`config.mk`:
```
export PLATFORM = sky130hd
export DESIGN_NAME = barrel_shifter_pipe
export DESIGN_NICKNAME = d
export VERILOG_FILES = /design/src/rtl/barrel_shifter_pipe.sv
export SDC_FILE = /design/constraint.sdc
export NUM_CORES = 1
export LEC_CHECK = 0
export CORE_AREA = 2 2 204 246
export CTS_CLUSTER_DIAMETER = 100
export CTS_CLUSTER_SIZE = 30
export DETAILED_ROUTE_END_ITERATION = 7
export DIE_AREA = 0 0 206 248
export GPL_TIMING_DRIVEN = 0
export SLEW_MARGIN = 20
export SYNTH_ARGS = -nofsm -noshare
export SYNTH_HDL_FRONTEND = slang
export SYNTH_SLANG_ARGS = --single-unit
export TNS_END_PERCENT = 10
```
`constraint.sdc`:
```
create_clock -name i_clk -period 6.05 [get_ports i_clk]
set_input_delay 1.815 -clock i_clk [delete_from_list [all_inputs] [get_ports i_clk]]
set_output_delay 1.815 -clock i_clk [all_outputs]
set_load 0.02 [all_outputs]
```
`src/rtl/barrel_shifter_pipe.sv`:
```
// barrel_shifter_pipe: pipelined multi-mode barrel shifter (SLL, SRL, ROL, SRA)
// with valid/ready handshake, full backpressure and a sideband tag per beat.
// Shift stage k moves the word by 2^k; STAGES_PER_REG stages sit between
// pipeline registers, giving N_REG = ceil(SHIFT_BIT / STAGES_PER_REG) cycles
// of latency.
// Optional build macro BARREL_SHIFTER_PIPE_LOST_EN adds o_lost, which flags
// significant bits shifted out of the word.
module barrel_shifter_pipe #(
    parameter int WIDTH          = 68,
    parameter int SHIFT_BIT      = 7,
    parameter int STAGES_PER_REG = 2,
    parameter int TAG_W          = 4
) (
    input  logic                 i_clk,
    input  logic                 i_reset,
    input  logic                 i_valid,
    output logic                 o_ready,
    input  logic [WIDTH-1:0]     i_word,
    input  logic [SHIFT_BIT-1:0] i_amt,
    input  logic [1:0]           i_mode,
    input  logic [TAG_W-1:0]     i_tag,
    output logic                 o_valid,
    input  logic                 i_ready,
    output logic [WIDTH-1:0]     o_word,
`ifdef BARREL_SHIFTER_PIPE_LOST_EN
    output logic                 o_lost,
`endif
    output logic [TAG_W-1:0]     o_tag
);

    localparam int N_REG = (SHIFT_BIT + STAGES_PER_REG - 1) / STAGES_PER_REG;
    // The last slot no longer needs amount/mode/sign, so only N_REG-1 slots carry them.
    localparam int N_CTL = (N_REG > 1) ? N_REG - 1 : 1;

    localparam logic [1:0] MODE_SLL = 2'b00;
    localparam logic [1:0] MODE_SRL = 2'b01;
    localparam logic [1:0] MODE_SRA = 2'b11;

    // One shift stage of weight 2^k. Stages wider than the word saturate
    // (zero or sign); rotates reduce the weight modulo WIDTH.
    function automatic logic [WIDTH-1:0] stage_op(input logic [WIDTH-1:0] d, input int k,
                                                  input logic [1:0] mode, input logic sign);
        int               sh;
        int               rot;
        logic [WIDTH-1:0] fill;
        logic [WIDTH-1:0] r;
        sh   = 1 << k;
        rot  = sh % WIDTH;
        fill = {WIDTH{sign}};
        case (mode)
            MODE_SLL: r = (sh >= WIDTH) ? '0 : (d << sh);
            MODE_SRL: r = (sh >= WIDTH) ? '0 : (d >> sh);
            MODE_SRA: r = (sh >= WIDTH) ? fill : ((d >> sh) | (fill & ~({WIDTH{1'b1}} >> sh)));
            default:  r = (rot == 0) ? d : ((d << rot) | (d >> (WIDTH - rot)));
        endcase
        return r;
    endfunction

    // Applies every stage that belongs to pipeline slot 'slot'.
    function automatic logic [WIDTH-1:0] slot_shift(input logic [WIDTH-1:0] d,
                                                    input logic [SHIFT_BIT-1:0] amt,
                                                    input logic [1:0] mode, input logic sign,
                                                    input int slot);
        logic [WIDTH-1:0] r;
        r = d;
        for (int k = 0; k < SHIFT_BIT; k++) begin
            if (((k / STAGES_PER_REG) == slot) && amt[k]) r = stage_op(r, k, mode, sign);
        end
        return r;
    endfunction

`ifdef BARREL_SHIFTER_PIPE_LOST_EN
    // True when the stage drops a 1 (logical) or a non-sign bit (arithmetic).
    function automatic logic stage_lost(input logic [WIDTH-1:0] d, input int k,
                                        input logic [1:0] mode, input logic sign);
        int               sh;
        logic [WIDTH-1:0] x;
        logic             l;
        sh = 1 << k;
        x  = (mode == MODE_SRA) ? (d ^ {WIDTH{sign}}) : d;
        case (mode)
            MODE_SLL:           l = (sh >= WIDTH) ? |x : |(x >> (WIDTH - sh));
            MODE_SRL, MODE_SRA: l = (sh >= WIDTH) ? |x : |(x << (WIDTH - sh));
            default:            l = 1'b0;
        endcase
        return l;
    endfunction

    function automatic logic slot_lost(input logic [WIDTH-1:0] d,
                                       input logic [SHIFT_BIT-1:0] amt,
                                       input logic [1:0] mode, input logic sign,
                                       input int slot);
        logic [WIDTH-1:0] r;
        logic             l;
        r = d;
        l = 1'b0;
        for (int k = 0; k < SHIFT_BIT; k++) begin
            if (((k / STAGES_PER_REG) == slot) && amt[k]) begin
                l = l | stage_lost(r, k, mode, sign);
                r = stage_op(r, k, mode, sign);
            end
        end
        return l;
    endfunction
`endif

    logic [N_REG-1:0]     vld_q;
    logic [WIDTH-1:0]     data_q [N_REG];
    logic [TAG_W-1:0]     tag_q  [N_REG];
    logic [SHIFT_BIT-1:0] amt_q  [N_CTL];
    logic [1:0]           mode_q [N_CTL];
    logic [N_CTL-1:0]     sign_q;

    logic [N_REG-1:0]     ld;
    logic [N_REG-1:0]     vin;
    logic [N_REG-1:0]     sign_in;
    logic [WIDTH-1:0]     din    [N_REG];
    logic [WIDTH-1:0]     dnext  [N_REG];
    logic [TAG_W-1:0]     tag_in [N_REG];
    logic [SHIFT_BIT-1:0] amt_in [N_REG];
    logic [1:0]           mode_in[N_REG];

`ifdef BARREL_SHIFTER_PIPE_LOST_EN
    logic [N_REG-1:0]     lost_q;
    logic [N_REG-1:0]     lost_in;
    logic [N_REG-1:0]     lost_next;
`endif

    // Slot j loads unless it and every slot after it are full and the output is stalled.
    always_comb begin
        ld = '0;
        for (int j = 0; j < N_REG; j++) begin
            ld[j] = i_ready | ~(&(vld_q | ~({N_REG{1'b1}} << j)));
        end
    end

    // Select what feeds each slot: the upstream port for slot 0, the previous slot otherwise.
    always_comb begin
        vin        = '0;
        sign_in    = '0;
        din[0]     = i_word;
        tag_in[0]  = i_tag;
        amt_in[0]  = i_amt;
        mode_in[0] = i_mode;
        vin[0]     = i_valid;
        sign_in[0] = i_word[WIDTH-1];
        for (int j = 1; j < N_REG; j++) begin
            din[j]     = data_q[j-1];
            tag_in[j]  = tag_q[j-1];
            amt_in[j]  = amt_q[j-1];
            mode_in[j] = mode_q[j-1];
            vin[j]     = vld_q[j-1];
            sign_in[j] = sign_q[j-1];
        end
    end

    // Shift logic for each slot's group of stages.
    always_comb begin
        for (int j = 0; j < N_REG; j++) begin
            dnext[j] = slot_shift(din[j], amt_in[j], mode_in[j], sign_in[j], j);
        end
    end

`ifdef BARREL_SHIFTER_PIPE_LOST_EN
    // Lost flag accumulates across slots alongside the data.
    always_comb begin
        lost_in   = '0;
        lost_next = '0;
        for (int j = 1; j < N_REG; j++) lost_in[j] = lost_q[j-1];
        for (int j = 0; j < N_REG; j++) begin
            lost_next[j] = lost_in[j] | slot_lost(din[j], amt_in[j], mode_in[j], sign_in[j], j);
        end
    end
`endif

    // Pipeline registers: a slot takes a new beat (or a bubble) whenever it loads.
    always_ff @(posedge i_clk) begin
        if (i_reset) begin
            vld_q  <= '0;
            sign_q <= '0;
`ifdef BARREL_SHIFTER_PIPE_LOST_EN
            lost_q <= '0;
`endif
            for (int j = 0; j < N_REG; j++) begin
                data_q[j] <= '0;
                tag_q[j]  <= '0;
            end
            for (int j = 0; j < N_CTL; j++) begin
                amt_q[j]  <= '0;
                mode_q[j] <= '0;
            end
        end else begin
            for (int j = 0; j < N_REG; j++) begin
                if (ld[j]) begin
                    vld_q[j] <= vin[j];
                    if (vin[j]) begin
                        data_q[j] <= dnext[j];
                        tag_q[j]  <= tag_in[j];
`ifdef BARREL_SHIFTER_PIPE_LOST_EN
                        lost_q[j] <= lost_next[j];
`endif
                    end
                end
            end
            for (int j = 0; j < N_REG - 1; j++) begin
                if (ld[j] && vin[j]) begin
                    amt_q[j]  <= amt_in[j];
                    mode_q[j] <= mode_in[j];
                    sign_q[j] <= sign_in[j];
                end
            end
        end
    end

    assign o_ready = ld[0];
    assign o_valid = vld_q[N_REG-1];
    assign o_word  = data_q[N_REG-1];
    assign o_tag   = tag_q[N_REG-1];
`ifdef BARREL_SHIFTER_PIPE_LOST_EN
    assign o_lost  = lost_q[N_REG-1];
`endif

endmodule

```
==> results of run 1 <==
worst register-to-register path, delay by kind of cell (launching register included):
family / cells / cell delay [ns]
compound gates: 3 / 1.21
buf+inv: 3 / 0.99
flops: 1 / 0.35
simple gates: 1 / 0.13
synthesized netlist by cell type, types with 6 or more instances:
cell type,count
o221ai_1,19
buf_1,25
o221a_2,30
nor2_1,312
a21oi_1,379
o22ai_1,85
o21ai_0,46
mux4_2,45
nor3_1,79
clkbuf_1,141
o21a_1,62
dfxtp_1,7
and3_1,6
o22a_1,6
a211oi_1,29
nor2b_1,85
nand2b_1,32
inv_1,20
mux2i_1,155
a31oi_1,33
a22o_2,38
a22o_1,6
nand2_1,93
nand3_1,14
mux2_2,82
buf_2,50
edfxtp_1,303
and2_1,18
nand3b_1,10
placed cells by master, fill, tap and decap left out, types with 7 or more instances in the layout:
cell / netlist / final
nor2b_1: 85 / 85
nand2_1: 93 / 93
a22o_2: 38 / 38
nand2b_1: 32 / 30
mux4_2: 45 / 45
dfxtp_1: 7 / 7
nor3_1: 79 / 79
mux2i_1: 155 / 155
buf_2: 50 / 51
o21ai_0: 46 / 46
and2_1: 18 / 18
nand3b_1: 10 / 10
a211oi_1: 29 / 28
clkbuf_1: 141 / 145
a21oi_1: 379 / 379
nor2_1: 312 / 312
o221a_2: 30 / 30
inv_1: 20 / 20
clkbuf_16: 0 / 15
mux2_2: 82 / 82
o21a_1: 62 / 62
buf_1: 25 / 25
nand3_1: 14 / 14
clkdlybuf4s50_1: 0 / 155
o221ai_1: 19 / 19
o22ai_1: 85 / 85
a31oi_1: 33 / 33
edfxtp_1: 303 / 303
area by class of cell:
cell class              count  share of cell area
clock inverters             4             0.00354
inverters                  20             0.00303
plain buffers             225              0.0395
clock buffers              19              0.0158
repair buffers            160              0.0673
well taps                 637              0.0322
multi-input cells        1720               0.465
flip-flops and latches    310               0.373
cells by family (layout without fill, tap and decap cells):
family                 after synthesis  count (layout)  share of synthesized area
buffers and inverters              245             428                     0.0484
AOI/OAI and AO/OA                  774             774                      0.225
muxes                              282             282                      0.160
and+or+nand+nor                    664             664                      0.141
DFF                                310             310                      0.425
report_power, final:
group | total [mW] | switching [mW] | internal, mW
Clock | 1.22 | 0.693 | 0.525
Combinational | 1.39 | 0.836 | 0.550
Sequential | 2.78 | 0.270 | 2.51
Total | 5.39 | 1.80 | 3.59
layer usage:
layer / GRT usage / part of all wire / vias to the layer above / routed length, µm
met3: 0.0297 / 0.055 / 375 / 5050
met2: 0.648 / 0.51 / 1180 / 46900
met5: 0 / 0 / - / 0
met1: 0.373 / 0.34 / 9698 / 31500
met4: 0.274 / 0.092 / 0 / 8440
li1: - / - / 8940 / -
registers in the layout (all words and copies together) (netlist names):
signal  flops
tag_q      16
vld_q       4
sign_q      3
mode_q      6
data_q    272
amt_q       9
through the flow:
| stage | area, µm² | hold slack [ns] | std cells | utilization | power, mW |
|---|---|---|---|---|---|
| finish | 24800 | 0.499 | 3095 | 0.508 | 5.39 |
| global route | 24800 | 0.530 | 3095 | 0.508 | 5.55 |
| CTS | 24800 | 0.502 | 3095 | 0.507 | 5.35 |
| detailed placement | 24300 | 0.484 | 3072 | 0.498 | 4.16 |
| global placement | 24100 | 0.465 | 3067 | 0.494 | 4.15 |
| floorplan | 21800 | 0.449 | 2275 | - | 3.56 |
worst paths after layout:
check	end	cells after the start	slack, ns	from
max	o_ready	5	0.84	i_ready
min	sign_q[2]$_SDFFE_PP0P_	2	0.50	sign_q[2]$_SDFFE_PP0P_
max reg2reg	data_q[2][5]$_SDFFCE_PN0P_	7	3.00	amt_q[0][11]$_SDFFCE_PN0P_
min reg2reg	sign_q[2]$_SDFFE_PP0P_	2	0.50	sign_q[2]$_SDFFE_PP0P_
==> impl_metrics.ini, run 1 <==
[yosys]
yosys_warnings = 0
netlist_area_um2 = 21800
netlist.area_leader.share = 0.418
synth_seq_cells = 310
synth_fp_nets = 2360
ys_seq_area_frac = 0.425
synth_cell_types = 57
syn_inst = 2275
synthFlopType = edfxtp_1
yosys-top-cells-area = edfxtp_1, a21oi_1, mux2i_1
synth_edf_count = 303
synth_top_area_cell = edfxtp_1
async_flop_share = 0
syn_avg_cell_area_um2 = 9.56

[worst_setup_path]
cp_num_buf_inv = 3
crit_fanout = 6
crit_top_cell = clkdlybuf4s50_1
critPathLaunchType = input pin
cpPeakStageDelay_ns = 0.60
crit_path_cell_trace = clkdlybuf4s50_1, and4b_1, buf_6, nand2_1, clkdlybuf4s50_1
crit_type = in -> out
cp_data_required_time_ns = 4.24
critPathSlowestCell = clkdlybuf4s50_1
cp_data_arrival_time_ns = 3.39
path_delay_family = buffers and inverters
critPathCaptureType = output pin

[timing]
finalSetupViolations = 0
min_period_over_period = 0.861
hold_viol_final = 0
skew_ns = 0.0266
fin_setup_tns_ns = 0
max-slew-margin-rel = 0.234
tightest_slew_ns = 1.14
rsz0062_at_grt = false
fin_ws_ns = 0.843
drv_slew = 0
max_clock_freq_ghz = 0.192
period_needed_ns = 5.21

[hold_path]
hold_class = reg -> reg

[floorplanning]
die_y_um = 248
start_util = 0.446
coreArea_um2 = 48800
die_w_um = 206
io_pins = 159
rows = 89
die_area_um2 = 51100

[place]
gp_congestion = 1.03
hpwl_um = 71300
place_ws_ns = 0.853
port_buffers = 155

[detailed_routing]
drt-vias-per-instance = 6.52
routed_wl_um = 91900
wl_per_cell_um = 29.7
dr.pass1.iters = 5
drc = 0
vias = 20193
drt_iter0_markers = 1773
postRouteAntennaNets = 0

[pwr]
p_per_area_nw_per_um2 = 218
ir_worst_vdd_mv = 0.168
p_leak_nw = 8.60

[layout]
multi_input_area_um2 = 11500
nets = 2537
fill_cells = 4572
syn_to_final_growth_pct = 13.8
n_antenna_cell = 0
drive_above_1_share = 0.120
register_area_um2 = 9240

[clock_tree]
clk_latency_ns = 0.54
post_cts_resized = 0
cts_sinks = 310
cts.path.max_buffers = 3
cts_hold_buf = 0
clkSlewWorstSetupHoldPaths_ns = 0.10
root_buffer = clkbuf_16
cts_tree = yes
htreeDepth = 1
cts_made_buffers = 15
cts_setup_buffers = 0

[grt]
grt_pass1_vias = 19687
grt_pass1_wl_um = 131000
grt_max_degree = 65
grt_overflow = 0
grt_usage = 0.354
antenna_found_initial = 0

[status]
outcome = completed

[job]
drv_cap = 0
No activity file was read; power rests on OpenSTA's default activity.
==> run 2, diff against run 1 <==
Settings changed: SLEW_MARGIN 20 to unset.
==> impl_metrics.ini, run 2 (synthesis gave the netlist of run 1 again) <==
[status]
outcome = complete, but fails checks
failed_checks = capacitance limit, slew limit

[place]
port_buffers = 155
place_inst = 3071
hpwl_um = 71300
placed_area_um2 = 24200
gp_congestion = 1.03
place_ws_ns = 0.852

[layout]
stdcell_count = 3096
largestRegisters = data_q (272), tag_q (16), amt_q (9)
top_register = data_q
nets = 2536
final_cell_mix = a21oi_1, nor2_1, edfxtp_1, mux2i_1, clkdlybuf4s50_1
final_cell_area_um2 = 24700
layout_commonest_cell = a21oi_1
drive_above_1_share = 0.118
largest_register_ffs = 272
syn_to_final_growth_pct = 13.3

[pwr]
clkPwrFrac = 0.220
p_int_mw = 3.54
p_leak_nw = 8.56
p_sw_mw = 1.80
p_per_area_nw_per_um2 = 216
p_sw_frac = 0.337
ir_worst_vdd_mv = 0.146
seqPwrFrac = 0.522
p_comb_frac = 0.258

[timing]
min_period_over_period = 0.862
fin_ws_ns = 0.837
holdWs_ns = 0.495
tightest_slew_ns = 1.64
hold_viol_final = 0
fin_setup_tns_ns = 0
max-slew-margin-rel = -0.105
drv_slew = 2
finalSetupViolations = 0
skew_ns = 0.0268
max_clock_freq_ghz = 0.192
period_needed_ns = 5.21
rsz0062_at_grt = false

[grt]
antenna_found_initial = 1
grt_max_degree = 74
grt_pass1_wl_um = 132000
grt_usage = 0.356
grt_pass1_vias = 19806
grt_overflow = 0

[clock_tree]
root_buffer = clkbuf_16
cts_tree = yes
cts_sinks = 310
htreeDepth = 1
cts_made_buffers = 15
cts_hold_buf = 0
clkSlewWorstSetupHoldPaths_ns = 0.10
cts.path.max_buffers = 3
clk_latency_ns = 0.54
post_cts_resized = 0
cts_setup_buffers = 0

[worst_setup_path]
critPathCaptureType = output pin
cp_data_required_time_ns = 4.24
crit_fanout = 6
crit_type = in -> out
cp_data_arrival_time_ns = 3.40
critPathLaunchType = input pin
r2r_slack_ns = 2.39

[detailed_routing]
met3_length_um = 5410
drt-vias-per-instance = 6.50
vias = 20138
topRoutingLayerUsed = met4
postRouteAntennaNets = 0
wl_per_cell_um = 29.8
drt_iter0_markers = 1787
dr.pass1.iters = 5
wl_met1_um = 31200
routed_wl_um = 92100
drc = 0
dr_wl_met2_um = 46500

[floorplanning]
die_area_um2 = 51100
die_w_um = 206
die_y_um = 248
coreArea_um2 = 48800
start_util = 0.446
io_pins = 159
rows = 89

[job]
drv_cap = 1

[hold_path]
hold_class = reg -> reg
run 2: cell types whose count changed in the layout (fill, tap and decap cells not counted), sizes merged:
cell / delta
bufinv: -1
diode: +2
clkinv: +1
clkbuf: -1
clkinvlp: +1
buf: -2
clkdlybuf4s18: +1
run 2: critical path: stages:
cell and delay (ns):
clkdlybuf4s50_1 0.55, and4b_1 0.23, buf_6 0.13, nand2_1 0.07, clkdlybuf4s50_1 0.60
run 2: area by class of cell:
type | instances | area, µm²
tap | 637 | 797
timing repair buffer | 159 | 1610
antenna | 2 | 5.00
fill | 4559 | 24100
inverter | 20 | 75.1
sequential | 310 | 9240
clock inverter | 5 | 63.8
clock buffer | 18 | 387
multi-input combinational | 1720 | 11500
buffer | 225 | 978
run 2: power groups by stage:
stage	registers (mW)	logic, mW	clock network [mW]
after floorplan	2.69	0.871	0
after global placement	2.82	1.33	0
after detailed placement	2.81	1.34	0
after CTS	2.76	1.34	1.20
after global routing	2.78	1.47	1.26
final	2.78	1.38	1.18
run 2: final timing paths:
path                                            startpoint                           to  cells past startpoint
worst min-delay path                sign_q[2]$_SDFFE_PP0P_       sign_q[2]$_SDFFE_PP0P_                      2
worst max register to register  amt_q[0][11]$_SDFFCE_PN0P_  data_q[2][35]$_SDFFCE_PN0P_                      6
worst max-delay path                               i_ready                      o_ready                      5
worst min register to register      sign_q[2]$_SDFFE_PP0P_       sign_q[2]$_SDFFE_PP0P_                      2
run 2: layer usage:
metal / GRT usage / vias up
met3: 0.0393 / 403
met5: 0 / -
li1: - / 8945
met2: 0.645 / 1167
met1: 0.373 / 9623
met4: 0.284 / 0
run 2: per-stage QoR:
step	power, mW	utilization
after global routing	5.51	0.506
after floorplan	3.56	-
after global placement	4.15	0.494
after CTS	5.31	0.505
after detailed placement	4.15	0.496
final	5.34	0.506
==> run 3, diff against run 2 <==
Settings changed: ABC_CLOCK_PERIOD_IN_PS set to 6050, SLEW_MARGIN set to 10.
==> impl_metrics.ini, run 3 (synthesis gave the netlist of run 1 again) <==
[status]
outcome = completed

[layout]
layout_commonest_cell = a21oi_1
fill_cells = 4562
top_register = data_q
syn_to_final_growth_pct = 13.8
largest_register_ffs = 272
final_cell_mix = a21oi_1, nor2_1, edfxtp_1, mux2i_1, clkdlybuf4s50_1
nets = 2537
drive_above_1_share = 0.119
largestRegisters = data_q (272), tag_q (16), amt_q (9)

[hold_path]
hold_class = reg -> reg
whs_path_depth = 2
hold_path_end = sign_q[2]$_SDFFE_PP0P_
hp-start = sign_q[2]$_SDFFE_PP0P_

[grt]
grt_pass1_wl_um = 131000
grt_usage = 0.354
grt_max_degree = 72
antenna_found_initial = 1
grt_pass1_vias = 19706
grt_overflow = 0

[clock_tree]
cts.path.max_buffers = 3
htreeDepth = 1
cts_hold_buf = 0
root_buffer = clkbuf_16
clk_latency_ns = 0.55
clkSlewWorstSetupHoldPaths_ns = 0.11
post_cts_resized = 0
cts_sinks = 310
cts_made_buffers = 15
cts_setup_buffers = 0
cts_tree = yes

[detailed_routing]
routed_wl_um = 91800
met3_length_um = 5650
vias = 20192
drt-vias-per-instance = 6.52
dr.pass1.iters = 5
dr_wl_met2_um = 46600
postRouteAntennaNets = 0
drc = 0
drt_iter0_markers = 1807
topRoutingLayerUsed = met4
wl_met1_um = 30900
wl_per_cell_um = 29.6

[timing]
rsz0062_at_grt = false
finalSetupViolations = 0
tightest_slew_ns = 1.06
period_needed_ns = 5.20
fin_ws_ns = 0.850
skew_ns = 0.0353
max_clock_freq_ghz = 0.192
fin_setup_tns_ns = 0
drv_slew = 0
hold_viol_final = 0
min_period_over_period = 0.860
max-slew-margin-rel = 0.287

[place]
hpwl_um = 71400
gp_congestion = 1.03
place_ws_ns = 0.858
port_buffers = 155

[worst_setup_path]
cpPeakStageDelay_ns = 0.60
cp_data_arrival_time_ns = 3.39
worstRegToRegCells = 7
critPathCaptureType = output pin
crit_top_cell = clkdlybuf4s50_1
critPathLaunchType = input pin
cp_data_required_time_ns = 4.24
cp-startpoint = i_ready
reg2reg_to = data_q[2][7]$_SDFFCE_PN0P_
crit_type = in -> out
critPathSlowestCell = clkdlybuf4s50_1
crit_path_cell_trace = clkdlybuf4s50_1, and4b_1, buf_6, nand2_1, clkdlybuf4s50_1
r2r_slack_ns = 3.02
reg2reg_from = amt_q[0][11]$_SDFFCE_PN0P_
crit_fanout = 6

[job]
drv_cap = 0

[pwr]
p_per_area_nw_per_um2 = 218
ir_worst_vdd_mv = 0.172
p_leak_nw = 8.60

[floorplanning]
die_y_um = 248
die_w_um = 206
io_pins = 159
rows = 89
coreArea_um2 = 48800
die_area_um2 = 51100
start_util = 0.446
[run 3: cell types whose count changed in the layout (fill, tap and decap cells not counted), sizes merged]
cell / change
clkinvlp: -1
bufinv: +1
diode: -1
buf: +1
[run 3: worst max-delay path by stage]
stage / to / slack (ns) / depth (start not counted)
2_1_floorplan: amt_q[0][2]$_SDFFCE_PN0P_ / 1.37 / 3
3_3_place_gp: data_q[0][19]$_SDFFCE_PN0P_ / 0.29 / 4
3_5_place_dp: o_ready / 0.86 / 5
4_1_cts: o_ready / 0.84 / 5
5_1_grt: o_ready / 0.77 / 5
6_report: o_ready / 0.85 / 5
[run 3: layout make-up]
type / count / area [µm²] / area share
Antenna cell: 1 / 2.50 / 0.000101
Buffer: 225 / 978 / 0.0395
Clock buffer: 18 / 387 / 0.0156
Clock inverter: 5 / 90.1 / 0.00364
Inverter: 20 / 75.1 / 0.00303
Multi-Input combinational cell: 1720 / 11500 / 0.465
Sequential cell: 310 / 9240 / 0.373
Tap cell: 637 / 797 / 0.0322
Timing Repair Buffer: 160 / 1670 / 0.0675
[run 3: worst max-delay path, delay by kind of cell]
kind | cells | cell delay (ns)
buffers and inverters | 3 | 1.27
and+or+nand+nor | 2 | 0.29
[run 3: report_power, final]
group	internal (mW)	total (mW)	switching, mW
Clock	0.523	1.22	0.700
Sequential	2.51	2.78	0.271
Combinational	0.549	1.38	0.834
Total	3.58	5.39	1.81
[run 3: routing by layer]
layer,up-vias,global-route usage
met5,-,0
met4,0,0.285
met3,389,0.0340
met2,1181,0.643
met1,9685,0.371
li1,8937,-
[run 3: through the flow]
step | total power, mW | hold WS [ns] | cell area (µm²) | instances | util
final | 5.39 | 0.505 | 24800 | 3096 | 0.507
after global routing | 5.55 | 0.546 | 24800 | 3095 | 0.507
after CTS | 5.35 | 0.507 | 24800 | 3095 | 0.507
after detailed placement | 4.16 | 0.489 | 24300 | 3072 | 0.498
after global placement | 4.15 | 0.465 | 24100 | 3067 | 0.494
after floorplan | 3.56 | 0.449 | 21800 | 2275 | -
